===== src/rtl/uart_rx.sv =====
// 8N1 UART receiver with a one-entry valid/ready holding register and sticky error flags.
// io_valid rises one cycle after the stop-bit sample; a byte arriving while the holding register is full and not consumed is dropped.
module uart_rx #(
    parameter int CLOCK_FREQ = 100000000,
    parameter int BAUD_RATE  = 115200
) (
    input  logic       clock,
    input  logic       reset,
    input  logic       io_rxd,
    output logic [7:0] io_data,
    output logic       io_valid,
    input  logic       io_ready,
    input  logic       io_clear,
    output logic       io_frame_error,
    output logic       io_overrun
);

    localparam int CLKS_PER_BIT = CLOCK_FREQ / BAUD_RATE;
    localparam int HALF         = CLKS_PER_BIT / 2;
    localparam int CW           = (CLKS_PER_BIT > 1) ? $clog2(CLKS_PER_BIT) : 1;

    localparam logic [CW-1:0] CNT_LAST = CW'(CLKS_PER_BIT - 1);
    localparam logic [CW-1:0] CNT_MID  = CW'(HALF - 1);

    generate
        if (CLKS_PER_BIT < 4) begin : g_bad_baud
            $error("uart_rx: CLKS_PER_BIT must be at least 4");
        end
    endgenerate

    typedef enum logic [2:0] {
        S_IDLE,
        S_START,
        S_DATA,
        S_STOP,
        S_WAIT_IDLE
    } state_t;

    logic          r_sync1;
    logic          r_rx_s;
    state_t        r_state;
    logic [CW-1:0] r_cnt;
    logic [2:0]    r_idx;
    logic [7:0]    r_shift;
    logic [7:0]    r_data;
    logic          r_valid;
    logic          r_frame_error;
    logic          r_overrun;

    state_t        w_state_nxt;
    logic [CW-1:0] w_cnt_nxt;
    logic [2:0]    w_idx_nxt;
    logic [7:0]    w_shift_nxt;
    logic          w_load;
    logic          w_ovr_set;
    logic          w_ferr_set;
    logic          w_cnt_last;

    assign w_cnt_last = (r_cnt == CNT_LAST);

    always_ff @(posedge clock or posedge reset) begin
        if (reset) begin
            r_state <= S_IDLE;
        end else begin
            r_state <= w_state_nxt;
        end
    end

    always_comb begin
        w_state_nxt = r_state;
        w_cnt_nxt   = r_cnt;
        w_idx_nxt   = r_idx;
        w_shift_nxt = r_shift;
        w_load      = 1'b0;
        w_ovr_set   = 1'b0;
        w_ferr_set  = 1'b0;
        case (r_state)
            S_IDLE: begin
                w_cnt_nxt = '0;
                if (!r_rx_s) begin
                    w_state_nxt = S_START;
                end
            end
            S_START: begin
                if (r_cnt == CNT_MID) begin
                    w_cnt_nxt   = '0;
                    w_idx_nxt   = '0;
                    w_state_nxt = r_rx_s ? S_IDLE : S_DATA;
                end else begin
                    w_cnt_nxt = r_cnt + 1'b1;
                end
            end
            S_DATA: begin
                if (w_cnt_last) begin
                    w_cnt_nxt   = '0;
                    w_shift_nxt = {r_rx_s, r_shift[7:1]};
                    w_idx_nxt   = r_idx + 3'd1;
                    if (r_idx == 3'd7) begin
                        w_state_nxt = S_STOP;
                    end
                end else begin
                    w_cnt_nxt = r_cnt + 1'b1;
                end
            end
            S_STOP: begin
                if (w_cnt_last) begin
                    w_cnt_nxt = '0;
                    if (r_rx_s) begin
                        w_state_nxt = S_IDLE;
                        // A consumer draining the old byte this cycle frees the slot for the new one.
                        if (!r_valid || io_ready) begin
                            w_load = 1'b1;
                        end else begin
                            w_ovr_set = 1'b1;
                        end
                    end else begin
                        w_ferr_set  = 1'b1;
                        w_state_nxt = S_WAIT_IDLE;
                    end
                end else begin
                    w_cnt_nxt = r_cnt + 1'b1;
                end
            end
            S_WAIT_IDLE: begin
                w_cnt_nxt = '0;
                if (r_rx_s) begin
                    w_state_nxt = S_IDLE;
                end
            end
            default: begin
                w_state_nxt = S_IDLE;
                w_cnt_nxt   = '0;
            end
        endcase
    end

    always_ff @(posedge clock or posedge reset) begin
        if (reset) begin
            r_sync1       <= 1'b1;
            r_rx_s        <= 1'b1;
            r_cnt         <= '0;
            r_idx         <= '0;
            r_shift       <= '0;
            r_data        <= '0;
            r_valid       <= 1'b0;
            r_frame_error <= 1'b0;
            r_overrun     <= 1'b0;
        end else begin
            r_sync1 <= io_rxd;
            r_rx_s  <= r_sync1;
            r_cnt   <= w_cnt_nxt;
            r_idx   <= w_idx_nxt;
            r_shift <= w_shift_nxt;
            if (w_load) begin
                r_data  <= w_shift_nxt;
                r_valid <= 1'b1;
            end else if (r_valid && io_ready) begin
                r_valid <= 1'b0;
            end
            if (w_ferr_set) begin
                r_frame_error <= 1'b1;
            end else if (io_clear) begin
                r_frame_error <= 1'b0;
            end
            if (w_ovr_set) begin
                r_overrun <= 1'b1;
            end else if (io_clear) begin
                r_overrun <= 1'b0;
            end
        end
    end

    assign io_data        = r_data;
    assign io_valid       = r_valid;
    assign io_frame_error = r_frame_error;
    assign io_overrun     = r_overrun;

endmodule


===== config.mk =====
export PLATFORM = sky130hd
export DESIGN_NAME = uart_rx
export DESIGN_NICKNAME = d
export VERILOG_FILES = /design/src/rtl/uart_rx.sv
export SDC_FILE = /design/constraint.sdc
export NUM_CORES = 1
export LEC_CHECK = 0
export BUFFER_PORTS_ARGS = -buffer_cell sky130_fd_sc_hd__buf_2
export CAP_MARGIN = 10
export CORE_MARGIN = 10
export CORE_UTILIZATION = 62
export CTS_BUF_LIST = sky130_fd_sc_hd__clkbuf_4 sky130_fd_sc_hd__clkbuf_8
export DETAILED_ROUTE_END_ITERATION = 8
export GPL_TIMING_DRIVEN = 0
export PLACE_DENSITY = 0.83
export SYNTH_ARGS = -nofsm -noshare
export SYNTH_HDL_FRONTEND = slang
export SYNTH_SLANG_ARGS = --single-unit

===== constraint.sdc =====
create_clock -name clock -period 6.6 [get_ports clock]
set_input_delay 1.32 -clock clock [delete_from_list [all_inputs] [get_ports clock]]
set_output_delay 1.32 -clock clock [all_outputs]
set_load 0.02 [all_outputs]

==> qor.yml <==
outcome: "complete, no violations"
cts_setup_buffers: 0
r2r-end: "io_data[6]"
synth.distinct_cells: 32
critical_path_buf_inv_count: 1
pin_count: 16
syn-cell-area_um2: 1640
rows: 18
tns_ns: 0
peakVddDrop_v: 0.000214
min_period_ns: 2.30
yosys-top-cells-area: "dfrtp_1 53%, mux2_2 7.6%, mux2_4 5.5%"
yosysTopAreaCell: "dfrtp_1"
drcViolationCount: 0
holdPathEnd: "r_rx_s"
maxSlewViolCount: 0
cp.arrival_ns: 2.52
die_h_um: 71.4
drive_gt1_frac: 0.349
path_class: "reg2reg"
clkTransAtPathRegs_ns: 0.11
worst_setup_path_start_kind: "flip-flop"
diodes: 0
synth.top_cell.area_share: 0.534
via_count: 1001
cts_buffers: 5
hold_path.class: "reg2reg"
r2r-start: "r_cnt[0]"
fin_crit_sh: 0.348
grt_pass1_vias: 1117
whs_path_depth: 0
ys_ff_latch: 37
post-route-util: 0.743
avgViaCountPerCell: 5.50
antenna_found_initial: 0
avgRoutedWirePerCell_um: 14.5
p_leak_nw: 0.985
max-slew-margin-rel: 0.409
rsz0062_at_grt: "no"
overflow: 0
synthTopCellsByCount: "35 x dfrtp_1, 14 x nor2_1, 11 x mux2_2, 11 x nand3_1"
cts-root-buf: "clkbuf_4"
cts_hold_buf: 0
synth_area_per_cell_um2: 12.8
required_ns: 6.82
cap_violations: 0
crit_family: "simple AND/OR/NAND/NOR gates"
ant_nets: 0
cts_max_path_buffers: 2
syn_nets: 137
crit_slowest_cell: "nor4_4"
yosysMostFrequentCell: "dfrtp_1"
hpwl_um: 2040
start_util: 0.656
synthFlopType: "dfrtp_1"
synth_cells: 128
max_stage_delay_ns: 0.51
powerDensity_nw_per_um2: 214
cts.sinks: 37
clock_skew_ns: 0.00965
io_buffer_count: 15
grt_pass1_wl_um: 4910
fp.coreArea_um2: 2500
holdWs_ns: 0.361
clock_latency_ns: 0.33
dieWidth_um: 71.4
wirelength_um: 2640
min_from: "r_sync1"
setup_viol: 0
ys_seq_area_frac: 0.566
globalRouteTotalUtil: 0.116
gp_congestion: 0.773
async_flop_share: 1.00
grt_max_degree: 24
rrSetupSlack_ns: 4.30
critPathMaxFanout: 10
tightest_slew_ns: 0.886
crit_path_end_kind: "flip-flop"
die_area_um2: 5100
cts_tree: "yes"
yosys_warnings: 0
drt_pass1_iterations: 4
synth_enable_flop_cells: 0
cp_cell_sequence: "ha_1 > nand4b_4 > nor4_4 > nand2_4 > buf_6 > mux2_4 > mux2_2"
num-nets-final: 160
final_hold_viol_count: 0
htree_levels: 2
drtIter0Drc: 52
r2r_cells: 7
syn2layout_area_growth_pct: 13.2
max_freq_mhz: 435
post_cts_resized: 0
power breakdown:
group	switching [mW]	internal [mW]	total (mW)
Combinational	0.00487	0.00195	0.00682
Sequential	0.000752	0.228	0.228
Clock	0.0726	0.0901	0.163
metal layers:
| layer | track usage | routed length (µm) | part of all wire |
|---|---|---|---|
| met2 | 0.199 | 1260 | 0.48 |
| met3 | 0.0427 | 138 | 0.052 |
| met1 | 0.130 | 1220 | 0.46 |
| met5 | 0 | 0 | 0 |
| met4 | 0.0387 | 21 | 0.0080 |
area by class of cell:
cell class	instances	area, µm²
inverter	4	15.0
tap	30	37.5
clock inverter	2	37.5
fill	167	643
timing repair buffer	16	90.1
buffer	2	15.0
sequential	37	928
multi-input combinational	85	682
clock buffer	6	51.3
flip-flops by register name, summed over array words and instances, names as in the netlist:
signal and flops:
r_shift 8, r_rx_s 1, io_overrun 1, r_cnt 10, io_data 8, io_frame_error 1, io_valid 1, r_sync1 1
r_state 3, r_idx 3
cell usage in the layout, fill, tap and decap left out, drive strengths merged, types with 2 or more instances in the layout:
cell    synthesis  layout
ha              4       4
nand2           7       7
xnor2           3       3
a21oi           3       3
o21ai           2       2
and3            3       3
dfrtp          35      35
dfstp           2       2
xor2            5       5
nor2           14      14
buf             1      17
inv             4       4
o22ai           2       2
nand3          11      11
clkbuf          1       7
and4            2       2
mux2           17      17
stage by stage:
step                std cells  setup slack [ns]  total power [mW]  instance area (µm²)
finish                    182              4.30             0.398                 1860
detailed placement        174              4.26             0.240                 1770
floorplan                 128              4.45             0.236                 1640
global route              182              4.16             0.413                 1860
global placement          173              4.04             0.239                 1750
CTS                       182              4.30             0.401                 1860
kinds of logic (layout without fill, tap and decap cells):
kind of cell | count (synthesis) | count (layout) | share of synthesized area
buffers and inverters | 6 | 30 | 0.0183
AND/OR/NAND/NOR | 48 | 48 | 0.184
adder cells (fa/ha/maj) | 4 | 4 | 0.0305
AO/OA/AOI/OAI | 8 | 8 | 0.0282
XOR/XNOR | 8 | 8 | 0.0427
flip-flops | 37 | 37 | 0.566
multiplexers | 17 | 17 | 0.130
how the worst max path moves through the flow:
stage,slack [ns],cells after the start,startpoint,to
4_1_cts,4.30,7,r_cnt[0],io_data[6]
6_report,4.30,7,r_cnt[0],io_data[6]
3_5_place_dp,4.26,4,io_ready,io_data[6]
5_1_grt,4.16,5,r_cnt[0],io_data[6]
2_1_floorplan,4.45,1,reset,io_data[0]
3_3_place_gp,4.04,2,reset,io_data[0]
Power figures use the tool's default switching activity.
